**src/rtl/t08_mem_pkg.sv**
```systemverilog
// Shared constants, access-size encodings and responder state type.
package t08_mem_pkg;

  localparam logic [31:0] I2C_ADDRESS  = 32'd923923;
  localparam logic [31:0] RAM_LIMIT    = 32'd2048;
  localparam logic [31:0] TIMEOUT_FILL = 32'hDEAD_BEEF;

  typedef enum logic [2:0] {
    SZ_B  = 3'd0,
    SZ_H  = 3'd1,
    SZ_W  = 3'd2,
    SZ_BU = 3'd4,
    SZ_HU = 3'd5
  } size_t;

  typedef enum logic [1:0] {
    S_IDLE,
    S_RAM,
    S_PERIPH,
    S_RESP
  } resp_state_t;

endpackage

```
**src/rtl/t08_mem_responder_lane_align.sv**
```systemverilog
// Combinational byte-lane alignment: lane enables, store shift, load shift/mask.
module t08_lane_align
  import t08_mem_pkg::*;
(
  input  logic [2:0]  func3,
  input  logic [1:0]  lane,
  input  logic [31:0] wdata,
  input  logic [31:0] rword,
  output logic [3:0]  sel,
  output logic [31:0] wdata_sh,
  output logic [31:0] rdata_sh
);

  logic [1:0]  off;
  logic [31:0] mask;

  // Unsupported size codes fall back to a full-word access.
  always_comb begin
    off  = 2'd0;
    sel  = 4'b1111;
    mask = '1;
    case (func3)
      SZ_B, SZ_BU: begin
        off  = lane;
        sel  = 4'b0001 << lane;
        mask = 32'h0000_00FF;
      end
      SZ_H, SZ_HU: begin
        off  = {lane[1], 1'b0};
        sel  = 4'b0011 << {lane[1], 1'b0};
        mask = 32'h0000_FFFF;
      end
      default: ;
    endcase
  end

  assign wdata_sh = wdata << {off, 3'b000};
  assign rdata_sh = (rword >> {off, 3'b000}) & mask;

endmodule

```
**src/rtl/t08_mem_responder.sv**
```systemverilog
// Load/store responder: decodes to RAM or the I2C word and sequences the access.
// Optional peripheral timeout enabled by defining T08_RESP_TIMEOUT_EN.
module t08_mem_responder
  import t08_mem_pkg::*;
#(
  parameter int unsigned RAM_WAIT = 2,
  parameter int unsigned TIMEOUT  = 255
) (
  input  logic        clk,
  input  logic        rst,
  input  logic        read,
  input  logic        write,
  input  logic [31:0] address,
  input  logic [31:0] wdata,
  input  logic [2:0]  func3,
  output logic [31:0] rdata,
  output logic        busy,
  output logic        done,
  output logic        ram_en,
  output logic        ram_we,
  output logic [3:0]  ram_sel,
  output logic [8:0]  ram_addr,
  output logic [31:0] ram_wdata,
  input  logic [31:0] ram_rdata,
  output logic        i2c_req,
  output logic        i2c_we,
  output logic [31:0] i2c_wdata,
  input  logic [31:0] i2c_rdata,
  input  logic        i2c_ack
);

  resp_state_t state, state_nx;

  logic [10:0] addr_q;
  logic [31:0] wdata_q;
  logic [2:0]  func3_q;
  logic        we_q;
  logic [31:0] wcnt;

  logic        req;
  logic        is_ram;
  logic        is_i2c;
  logic        timed_out;
  logic [3:0]  sel_al;
  logic [31:0] wdata_al;
  logic [31:0] rdata_al;

  assign req    = read | write;
  assign is_ram = address < RAM_LIMIT;
  assign is_i2c = address == I2C_ADDRESS;

`ifdef T08_RESP_TIMEOUT_EN
  logic [31:0] tcnt;

  always_ff @(posedge clk or posedge rst) begin
    if (rst)                   tcnt <= '0;
    else if (state == S_PERIPH) tcnt <= tcnt + 32'd1;
    else                       tcnt <= '0;
  end

  assign timed_out = (state == S_PERIPH) && !i2c_ack && (tcnt == TIMEOUT - 32'd1);
`else
  assign timed_out = 1'b0;
`endif

  t08_lane_align u_align (
    .func3    (func3_q),
    .lane     (addr_q[1:0]),
    .wdata    (wdata_q),
    .rword    (ram_rdata),
    .sel      (sel_al),
    .wdata_sh (wdata_al),
    .rdata_sh (rdata_al)
  );

  always_ff @(posedge clk or posedge rst) begin
    if (rst) state <= S_IDLE;
    else     state <= state_nx;
  end

  always_comb begin
    state_nx = state;
    case (state)
      S_IDLE: begin
        if (req) begin
          if (is_ram)      state_nx = S_RAM;
          else if (is_i2c) state_nx = S_PERIPH;
          else             state_nx = S_RESP;
        end
      end
      S_RAM:    if (wcnt == '0) state_nx = S_RESP;
      S_PERIPH: if (i2c_ack || timed_out) state_nx = S_RESP;
      S_RESP:   state_nx = S_IDLE;
      default:  state_nx = S_IDLE;
    endcase
  end

  always_ff @(posedge clk or posedge rst) begin
    if (rst) begin
      addr_q  <= '0;
      wdata_q <= '0;
      func3_q <= '0;
      we_q    <= 1'b0;
      wcnt    <= '0;
      rdata   <= '0;
    end else begin
      case (state)
        S_IDLE: begin
          if (req) begin
            addr_q  <= address[10:0];
            wdata_q <= wdata;
            func3_q <= func3;
            we_q    <= write;
            wcnt    <= RAM_WAIT;
            if (!write && !is_ram && !is_i2c) rdata <= '0;
          end
        end
        S_RAM: begin
          if (wcnt == '0) begin
            if (!we_q) rdata <= rdata_al;
          end else begin
            wcnt <= wcnt - 32'd1;
          end
        end
        S_PERIPH: begin
          if (i2c_ack && !we_q)        rdata <= i2c_rdata;
          else if (timed_out && !we_q) rdata <= TIMEOUT_FILL;
        end
        default: ;
      endcase
    end
  end

  assign busy      = (state == S_RAM) || (state == S_PERIPH) || ((state == S_IDLE) && req);
  assign done      = state == S_RESP;
  assign ram_en    = state == S_RAM;
  assign ram_we    = (state == S_RAM) && we_q;
  assign ram_sel   = (state == S_RAM) ? sel_al : '0;
  assign ram_addr  = addr_q[10:2];
  assign ram_wdata = (state == S_RAM) ? wdata_al : '0;
  assign i2c_req   = state == S_PERIPH;
  assign i2c_we    = (state == S_PERIPH) && we_q;
  assign i2c_wdata = (state == S_PERIPH) ? wdata_q : '0;

endmodule

```
**config.mk**
```make
export PLATFORM = sky130hd
export DESIGN_NAME = t08_mem_responder
export DESIGN_NICKNAME = d
export VERILOG_FILES = /design/src/rtl/t08_mem_pkg.sv /design/src/rtl/t08_mem_responder_lane_align.sv /design/src/rtl/t08_mem_responder.sv
export SDC_FILE = /design/constraint.sdc
export NUM_CORES = 1
export LEC_CHECK = 0
export ABC_AREA = 0
export BUFFER_PORTS_ARGS = -buffer_cell sky130_fd_sc_hd__buf_2
export CORE_MARGIN = 2
export CORE_UTILIZATION = 46
export CTS_CLUSTER_SIZE = 30
export DETAILED_ROUTE_END_ITERATION = 8
export PLACE_DENSITY = 0.83
export SLEW_MARGIN = 20
export SYNTH_ARGS = -nofsm -noshare
export SYNTH_HDL_FRONTEND = slang
export SYNTH_SLANG_ARGS = --single-unit
```
**constraint.sdc**
```tcl
create_clock -name clk -period 2.9 [get_ports clk]
set_input_delay 0.145 -clock clk [delete_from_list [all_inputs] [get_ports clk]]
set_output_delay 0.145 -clock clk [all_outputs]
set_load 0.02 [all_outputs]
```
==> Word-level counts from Yosys, hierarchy flattened <==
Index checks and enable logic that the tools add are counted.
{ "word_totals": {"wordCells": 73, "reg_bits": 113, "output_inout_bits": 115, "input_bits": 136} }
{ "op_classes": {"reduce_logical": 23, "order_cmp": 1, "n_bitwise": 2, "mux": 21, "shifts": 4, "eq_ne": 14, "add_sub_neg": 1} }
{ "op_table": {"columns": ["cell", "count"], "rows": [
  ["32-bit two-way mux", 9],
  ["32-bit one-hot mux with 2 select lines", 2],
  ["32-bit one-hot mux with 3 select lines", 1],
  ["32-bit AND", 1],
  ["32-bit by 20-bit == test with 1-bit output, second input constant", 1],
  ["32-bit logical NOT", 1],
  ["32-bit by 12-bit < comparator with 1-bit output, second input constant", 1],
  ["32-bit by 5-bit << shifter with 32-bit output", 1],
  ["32-bit by 5-bit >> shifter with 32-bit output", 1],
  ["32-bit by 1-bit subtractor with 32-bit output, second input constant", 1],
  ["2-bit two-way mux", 4],
  ["2-bit != test, second input constant", 4],
  ["2-bit one-hot mux with 4 select lines", 1],
  ["4-bit one-hot mux with 2 select lines", 1],
  ["3-bit == test, second input constant", 2],
  ["1-bit logical AND", 6],
  ["2-bit by 1-bit != test with 1-bit output, second input constant", 3],
  ["3-bit AND reduction", 2],
  ["6-bit AND reduction", 1],
  ["2-bit == test, second input constant", 2],
  ["1-bit logical NOT", 4],
  ["4-bit two-way mux", 1],
  ["2-bit one-hot mux with 2 select lines", 1],
  ["2-bit OR reduction", 2],
  ["12 further kinds", 13]
]} }

==> Logic depth before layout (Yosys ltp) <==
Gate-level depths: netlist of run 1.
{ "depth": {"depth_word": 8, "mapped_depth": 10, "mapped_depth_nobuf": 8} }

==> Hierarchy <==
Synthesis of run 1 repeated with hierarchy kept, for this count alone.
{ "hier_totals": {"cells_unflattened": 787, "hier_area_um2": 7359.6} }
{ "by_module_without_submodules": {"columns": ["mod", "area_each_um2", "cells_each", "instances", "seq_area_each_um2"], "rows": [
  ["t08_mem_responder", 6099.6, 601, 1, 2827.7],
  ["t08_lane_align", 1260.0, 186, 1, 0.0]
]} }

==> Worst setup path after synthesis of run 1 <==
OpenSTA, ideal clock, no wires.
{ "synth_timing": {"path_type": "flip-flop to flip-flop", "from": "register wcnt[18]", "to": "register rdata[0]", "synth_period_minus_slack_ns": 2.580, "setup_time_ns": 0.125, "path_slack_ns": 0.320, "arrival_time_ns": 2.455, "required_ns": 2.775, "path_stages_with_launch": 9, "path_cell_list": "dfrtp_1 > or4_4 > or4_1 > buf_2 > o21ai_2 > o2111ai_2 > nand4b_4 > buf_6 > mux2_4"} }
{ "synth_between": {"elab_chain_len": 3} }
{ "synth_lines": {"columns": ["element", "line_no", "text"], "rows": [
  ["start, declared", "t08_mem_responder.sv:38", "logic [31:0] wcnt;"],
  ["start signal, assigned", "t08_mem_responder.sv:122", "wcnt <= wcnt - 32'd1;"],
  ["32-bit logical NOT", "t08_mem_responder.sv:119", "if (wcnt == '0) begin"],
  ["2-bit by 1-bit != test with 1-bit output (no line)", null, null],
  ["6-bit AND reduction (no line)", null, null],
  ["end signal, assigned", "t08_mem_responder.sv:120", "if (!we_q) rdata <= rdata_al;"],
  ["end signal, assigned", "t08_mem_responder.sv:126", "if (i2c_ack && !we_q) rdata <= i2c_rdata;"],
  ["end, declared", "t08_mem_responder.sv:16", "output logic [31:0] rdata,"]
]} }
No other way between the ends.
A chain may end at the register's enable or synchronous reset.

==> Worst setup path in the final report of run 1 <==
{ "layout_timing": {"from": "register wcnt[18]", "to": "register wcnt[17]"} }
{ "layout_between": {"elab_chain_len": 3} }
{ "layout_lines": {"columns": ["element", "line_no"], "rows": [
  ["32-bit logical NOT", "t08_mem_responder.sv:119"],
  ["2-bit != test (no line)", null],
  ["3-bit AND reduction (no line)", null]
]} }
No other way between the ends.

==> run metrics, run 1 <==
status complete, no violations; Max Clk Rate 362 MHz; Placer Congestion 0.951; vias in the first global route 6151; final net count 1079; main combinational cell family by area after synthesis simple AND/OR/NAND/NOR gates; compound-gate portion of the synthesized area 9.78%; # H-tree levels 3; post-synth cell types 52; post-DP HPWL 14900 µm; largest net degree at the start of global routing 66; Worst VDD drop 640 µV; Top FF cell, synth dfrtp_1; Inserted Diodes 0; fin util 59.0%; DR vias 6327; Sink Count 112; FF+latch area 2800 µm²; Ports 251; crit path time final 2.76 ns; Hold Vio Cnt, Final 0; XOR/XNOR Fraction of Synth Area 3.46%; power density cells 1260 nW/µm²; commonest non-fill, non-tap cells in the layout buf_2, dfrtp_1, nand2_1; Slew Limit Fails 0; area delta synth->final 25.3%; asr flop ratio synth 100%; CP endpoint kind flop; iteration-0 DRC count of the detailed router 462; Cell Area, Synth 6840 µm²; Adder-Cell Fraction of Synth Area 1.28%; DRT antenna net count 0; synthesized area per cell 9.69 µm²; setup_tns 0 ns; Pre-antenna DRT Iters 5; Worst Max-Slew Pin Slew 0.944 ns; CTS Buffer Depth 2; CTS root buf clkbuf_16; Port Buffer Count 249; first-pass GRT wire length 31700 µm; share of cells above drive strength 1 40.1%; Clock Skews 0.00738 ns; Post-Route WL 19800 µm; Worst Setup Start Kind flop; most common cell after layout, fill and taps aside buf_2; Max FO, Critical Path 9; gr usage total 24.5%; Seq cells post-synth 112; Num CTS Buffers 9; die area 15900 µm²; initial antenna violation count 0; Setup violations, final 0; post_cts resized 0; Synth warnings 0; Vias/cell 5.63; multi-input logic area 3750 µm²; WL/cell 17.6 µm; FP Rows 44; Die X 126 µm; syn_nets 849; sequential share of the synthesized area 41.0%; crit path DAT 2.99 ns; post-synthesis mux area share 16.7%; Die Y 126 µm; Hold Path Class primary input to flop; Synth Area in Simple Gates 23.3%; core area 14500 µm²; max-cap violations 0; fill cell count 1253; Final Worst Setup Slack 0.139 ns; Post-synth EDFFs 0; Hold Path Stages 2; Starting Density 47.1%; worst reg-to-reg path cell count 8; CTS tree yes; Leak 4.37 nW; clock slew at reported path FFs 0.07 ns; synthesized netlist cell count 706; RSZ-0062 raised after global routing no; Slew Limit Headroom 37.1%; fin crit share 95.2%; Clk Latency, worst-skew pair 0.35 ns; Worst EP required 3.13 ns; critical path class flop to flop; total gr overflow 0; remaining routing DRC violations 0; setup slack after placement 0.0899 ns
registers in the layout, indices dropped and copies added (netlist names):
name / count
addr_q: 11
func3_q: 2
rdata: 32
state: 2
wcnt: 32
wdata_q: 32
we_q: 1
final cells by class:
cell class                 instances  share of cell area, %
clock buffer                      12                   2.88
timing repair buffer             275                   17.1
inverter                           8                  0.394
sequential                       112                   32.7
clock inverter                     3                  0.496
multi-input combinational        530                   43.7
tap                              184                   2.69
metal layers:
layer | global-route usage (%) | share of wire (%) | up-vias
met5 | 0 | 0 | -
met2 | 40.6 | 48 | 324
met3 | 4.97 | 8.0 | 36
li1 | - | - | 2938
met1 | 32.1 | 41 | 3029
met4 | 8.27 | 2.6 | 0
final timing paths:
check	start	to	slack (ns)
max	wcnt[18]$_DFFE_PP0P_	wcnt[17]$_DFFE_PP0P_	0.14
min	wdata[5]	wdata_q[5]$_DFFE_PP0P_	0.03
max reg2reg	wcnt[18]$_DFFE_PP0P_	wcnt[17]$_DFFE_PP0P_	0.14
min reg2reg	rdata[8]$_DFFE_PP0P_	rdata[8]$_DFFE_PP0P_	0.51
max in group asynchronous	rst	wcnt[1]$_DFFE_PP0P_	1.62
min in group asynchronous	rst	rdata[20]$_DFFE_PP0P_	0.47
worst max-delay path, stage by stage, from the launching register on:
cell,delay [ns]
dfrtp_1,0.42
or4_4,0.54
or4_1,0.45
buf_4,0.19
or4_1,0.42
buf_4,0.19
nand3_1,0.20
xor2_1,0.17
nor2_1,0.05
cells in the mapped netlist (all sizes together), types with 2 or more instances:
cell type / instances / share of area [%]
and3: 10 / 0.91
or3: 2 / 0.18
nor3b: 2 / 0.22
a31oi: 8 / 0.73
xor2: 27 / 3.5
o211ai: 2 / 0.22
or4: 5 / 0.60
and2: 43 / 3.9
nand3: 11 / 0.80
nor3: 8 / 0.59
a21oi: 29 / 2.1
or3b: 2 / 0.26
a211oi: 10 / 1.1
buf: 21 / 2.2
inv: 8 / 0.44
nand2: 81 / 4.4
nor4b: 2 / 0.26
o21ai: 8 / 0.64
a221oi: 8 / 1.0
a32oi: 8 / 1.0
clkbuf: 35 / 1.9
nor4: 11 / 1.1
mux2: 77 / 14
dfrtp: 112 / 41
nand4: 15 / 1.4
nor2: 64 / 3.5
nand4b: 6 / 0.99
a21o: 2 / 0.22
nand2b: 4 / 0.37
nor2b: 35 / 3.2
and4: 2 / 0.26
ha: 7 / 1.3
a22oi: 16 / 1.8
mux2i: 16 / 2.3
kinds of logic after synthesis:
| family | after synthesis |
|---|---|
| simple gates | 305 |
| flops | 112 |
| compound gates | 98 |
| mux | 93 |
| buf+inv | 64 |
| xor+xnor | 27 |
| fa+ha+maj | 7 |
what timing repair did:
item | in CTS | in global routing
setup endpoints to repair | 0 | 24
hold buffers | 1 | 0
endpoints found under the hold margin | 31 | 0
buffers inserted | 0 | 4
stage by stage:
stage	total power, mW	cells	hold slack (ns)	area, µm²
floorplan	7.68	706	0.285	6850
global placement	9.31	1104	0.302	8240
detailed placement	9.47	1104	0.311	8240
CTS	10.7	1120	0.0206	8540
global route	11.5	1124	0.0252	8570
finish	10.8	1124	0.0275	8570
report_power, final:
part	internal (mW)	switching (mW)	leakage [nW]
Sequential	2.25	0.654	1.43
Clock	0.689	0.552	0.139
Combinational	2.89	3.79	2.80
Note: power is estimated with default switching activity, not from simulation.
==> run 2: changes to the inputs <==
HOLD_SLACK_MARGIN = 0.03   (was unset)
==> run 2 against run 1 <==
  * Combinational power about the same
  * Clock power about the same
  * Sequential cell count unchanged
  * Sequential share of layout area shrank 0.65 points
  * Via count rose by 1.1%
  * Global-route usage is 0.24 points higher
  * Total power increased by 0.21%
  * Core utilization grew 1.2 points
  * Critical path type unchanged
  * Largest power group unchanged
==> run metrics, run 2 (synthesized netlist as in run 1, its figures left out) <==
status complete, no violations; DR vias 6397; Port Buffer Count 249; Clock Skews 0.00679 ns; max-cap violations 0; initial antenna violation count 1; most common cell after layout, fill and taps aside buf_2; final net count 1096; Num CTS Buffers 9; Sink Count 112; crit path time final 2.77 ns; DRT antenna net count 0; setup_tns 0 ns; total gr overflow 0; DP Area 8240 µm²; Ports 251; Hold Vio Cnt, Final 0; FF+latch area 2800 µm²; FP Rows 44; post-DP HPWL 14900 µm; Clk Latency, worst-skew pair 0.35 ns; vias in the first global route 6242; Starting Density 47.1%; Post-Route WL 20100 µm; Leak 4.44 nW; Slew Limit Headroom 38.5%; area delta synth->final 27.8%; crit path DAT 3.00 ns; core area 14500 µm²; Setup violations, final 0; Slew Limit Fails 0; critical path class flop to flop; fill cell count 1217; Placer Congestion 0.951; fin crit share 95.5%; Worst VDD drop 641 µV; post_cts resized 0; remaining routing DRC violations 0; commonest non-fill, non-tap cells in the layout buf_2, dfrtp_1, nand2_1; Die X 126 µm; Vias/cell 5.60; RSZ-0062 raised after global routing no; top flop regs rdata x32, wcnt x32, wdata_q x32; CTS root buf clkbuf_16; die area 15900 µm²; WL/cell 17.6 µm; Worst Setup Start Kind flop; post-route cell area 8750 µm²; CTS Buffer Depth 2; CTS tree yes; Die Y 126 µm; Max FO, Critical Path 9; Worst Max-Slew Pin Slew 0.923 ns; power density cells 1240 nW/µm²; first-pass GRT wire length 32000 µm; gr usage total 24.7%; multi-input logic area 3750 µm²; share of cells above drive strength 1 39.4%; hold_ws 0.0384 ns; largest net degree at the start of global routing 66; # H-tree levels 3; CP endpoint kind flop; Pre-antenna DRT Iters 5; Max Clk Rate 361 MHz; iteration-0 DRC count of the detailed router 446; clock slew at reported path FFs 0.07 ns; Worst EP required 3.13 ns; Hold Path Class primary input to flop
==> run 2: cell type report <==
class | instances | share of cell area [%]
Inverter | 8 | 0.386
Tap cell | 184 | 2.63
Antenna cell | 1 | 0.0286
Clock buffer | 12 | 2.82
Timing Repair Buffer | 292 | 18.7
Multi-Input combinational cell | 530 | 42.9
Sequential cell | 112 | 32.0
Clock inverter | 3 | 0.486
==> run 2: timing repair <==
item	4_1_cts	5_1_grt
hold buffers	16	2
hold endpoints to repair	46	2
setup endpoints to repair	0	24
setup buffers	0	4
==> run 2: worst paths after layout <==
kind                                       from                      end  slack [ns]  depth (start not counted)
max in group asynchronous                   rst      wcnt[2]$_DFFE_PP0P_        1.62                          4
min in group asynchronous                   rst    rdata[20]$_DFFE_PP0P_        0.47                          3
hold reg to reg            rdata[8]$_DFFE_PP0P_     rdata[8]$_DFFE_PP0P_        0.51                          1
hold / removal                        wdata[20]  wdata_q[20]$_DFFE_PP0P_        0.04                          2
setup / recovery           wcnt[18]$_DFFE_PP0P_     wcnt[27]$_DFFE_PP0P_        0.13                          8
setup reg to reg           wcnt[18]$_DFFE_PP0P_     wcnt[27]$_DFFE_PP0P_        0.13                          8
==> run 2: worst max-delay path: stages, from the launching register on <==
cell and delay (ns):
dfrtp_1 0.42, or4_4 0.54, or4_1 0.46, buf_4 0.19, or4_1 0.42, buf_4 0.19, nand3_1 0.21, nor4_1 0.07
o22a_1 0.16
==> run 2: metrics by stage <==
step / utilization, % / setup slack, ns / power, mW / instances
after floorplan: - / 0.320 / 7.68 / 706
after global placement: 56.7 / 0.121 / 9.31 / 1104
after detailed placement: 56.7 / 0.0899 / 9.47 / 1104
after CTS: 59.8 / 0.0793 / 10.7 / 1135
after global routing: 60.2 / 0.0227 / 11.6 / 1142
final: 60.2 / 0.131 / 10.9 / 1142
==> run 2: power by group <==
part           leakage (nW)  switching [mW]  internal [mW]
Sequential             1.43           0.655           2.25
Clock                 0.139           0.551          0.689
Combinational          2.87            3.80           2.91
==> run 2: metal layers <==
layer | global-route usage (%) | vias up | wire (µm)
met5 | 0 | - | 0
met1 | 32.1 | 3091 | 8430
met4 | 8.66 | 0 | 549
met3 | 4.93 | 40 | 1450
li1 | - | 2966 | -
met2 | 41.2 | 300 | 9680
==> run 3: changes to the inputs <==
--- a/config.mk
+++ b/config.mk
@@ -15,3 +15,4 @@
 export PLACE_DENSITY = 0.83
-export SLEW_MARGIN = 20
+export SETUP_SLACK_MARGIN = 0.1
+export SLEW_MARGIN = 5
 export SYNTH_ARGS = -nofsm -noshare
--- a/constraint.sdc
+++ b/constraint.sdc
@@ -3,2 +3,2 @@
 set_output_delay 0.145 -clock clk [all_outputs]
-set_load 0.02 [all_outputs]
+set_load 0.1 [all_outputs]
==> run 3 against run 2 <==
  * Design area grew 6.1%
  * Wire length increased by 8.1%
  * Global-route usage up 2.2 points
  * Worst setup slack gained 0.11 ns
  * Core utilization is 3.7 points higher
  * Register-to-register slack improved by 0.11 ns
  * Critical path depth is 1 lower
  * Critical path type unchanged
  * Sequential cell count unchanged
==> run metrics, run 3 (synthesized netlist as in run 1, its figures left out) <==
FP Rows 44; vias in the first global route 6641; DRT antenna net count 0; final net count 1118; die area 15900 µm²; Slew Limit Fails 0; iteration-0 DRC count of the detailed router 447; Clock Skews 0.0113 ns; total gr overflow 0; CP endpoint kind flop; Clk Latency, worst-skew pair 0.37 ns; commonest non-fill, non-tap cells in the layout buf_2, dfrtp_1, nand2_1; gr usage total 26.9%; CTS Buffer Depth 2; top flop regs rdata x32, wcnt x32, wdata_q x32; critical path class flop to flop; # H-tree levels 3; DR vias 6696; Die X 126 µm; CTS root buf clkbuf_16; post-DP HPWL 15300 µm; setup_tns 0 ns; core area 14500 µm²; crit path DAT 2.90 ns; Ports 251; area delta synth->final 35.6%; Sink Count 112; max-cap violations 0; Max FO, Critical Path 32; most common cell after layout, fill and taps aside buf_2; initial antenna violation count 0; first-pass GRT wire length 34200 µm; DP Area 8570 µm²; crit path time final 2.65 ns; Inserted Diodes 0; Starting Density 47.1%; WL/cell 18.7 µm; Placer Congestion 0.884; clock slew at reported path FFs 0.07 ns; Pre-antenna DRT Iters 5; RSZ-0062 raised after global routing no; Num CTS Buffers 9; Port Buffer Count 249; largest net degree at the start of global routing 67; Die Y 126 µm; remaining routing DRC violations 0; Setup violations, final 0; CTS tree yes; Post-Route WL 21800 µm; Max Clk Rate 377 MHz; status complete, no violations; Vias/cell 5.75; Hold Path Class primary input to flop; Worst EP required 3.15 ns; Slew Limit Headroom 29.6%; Worst Max-Slew Pin Slew 1.05 ns; hold_ws 0.0457 ns; share of cells above drive strength 1 45.6%; post-route cell area 9280 µm²; fin crit share 91.5%; Hold Vio Cnt, Final 0; Worst Setup Start Kind flop
## run 3: changes by cell type in the layout (fill, tap and decap cells not counted), moves of 8 or more
cell           change
and2_2            +30
nor2_2            +16
and2_1            -38
and2_4             +8
a211oi_1           -8
nor2_1            -17
dlygate4sd3_1     +22
## run 3: final timing paths
kind                            slack (ns)             startpoint                     to  cells after the start
worst max-delay path                  0.25   wcnt[18]$_DFFE_PP0P_   rdata[2]$_DFFE_PP0P_                      7
worst min-delay path                  0.05             address[9]  addr_q[9]$_DFFE_PP0P_                      2
worst max register to register        0.25   wcnt[18]$_DFFE_PP0P_   rdata[2]$_DFFE_PP0P_                      7
worst min register to register        0.51  addr_q[2]$_DFFE_PP0P_  addr_q[2]$_DFFE_PP0P_                      1
max in group asynchronous             1.76                    rst   wcnt[13]$_DFFE_PP0P_                      4
min in group asynchronous             0.40                    rst   rdata[6]$_DFFE_PP0P_                      3
## run 3: through the flow
step | utilization (%) | std cells | setup slack (ns)
after global routing | 63.9 | 1164 | 0.133
after CTS | 63.7 | 1163 | 0.237
final | 63.9 | 1164 | 0.246
after global placement | 59.0 | 1107 | 0.294
after floorplan | - | 706 | -0.278
after detailed placement | 59.0 | 1107 | 0.234
## run 3: cell type report
class | count | area [µm²]
clock buffers | 10 | 239
well taps | 184 | 230
fillers | 1140 | 5250
flip-flops and latches | 112 | 2800
repair buffers | 314 | 1950
multi-input cells | 530 | 3980
inverters | 8 | 33.8
clock inverters | 6 | 52.6
## run 3: repair_timing
action                                  CTS  global route
hold buffers                             40             0
endpoints found under the setup margin    0             4
endpoints found under the hold margin    64             0
setup buffers                             0             1
gates resized for setup                   0             2
## run 3: critical path, cell delays in order, from the launching register on
cell and delay, ns:
dfrtp_1 0.42, or4_4 0.54, or4_1 0.47, o21ai_2 0.15, o2111ai_2 0.18, nand4b_4 0.23
buf_12 0.21, mux2_4 0.32
## run 3: layer usage
| metal | wire length, µm | vias to the layer above | share of wire [%] | track usage [%] |
|---|---|---|---|---|
| li1 | - | 3005 | - | - |
| met1 | 8550 | 3234 | 39 | 32.8 |
| met2 | 10700 | 391 | 49 | 46.5 |
| met4 | 645 | 0 | 3.0 | 9.50 |
| met3 | 1900 | 66 | 8.7 | 6.63 |
| met5 | 0 | - | 0 | 0 |
Power of run 3 is not shown: default switching activity piles up to over one toggle a cycle in this logic, so the estimate is an artifact.
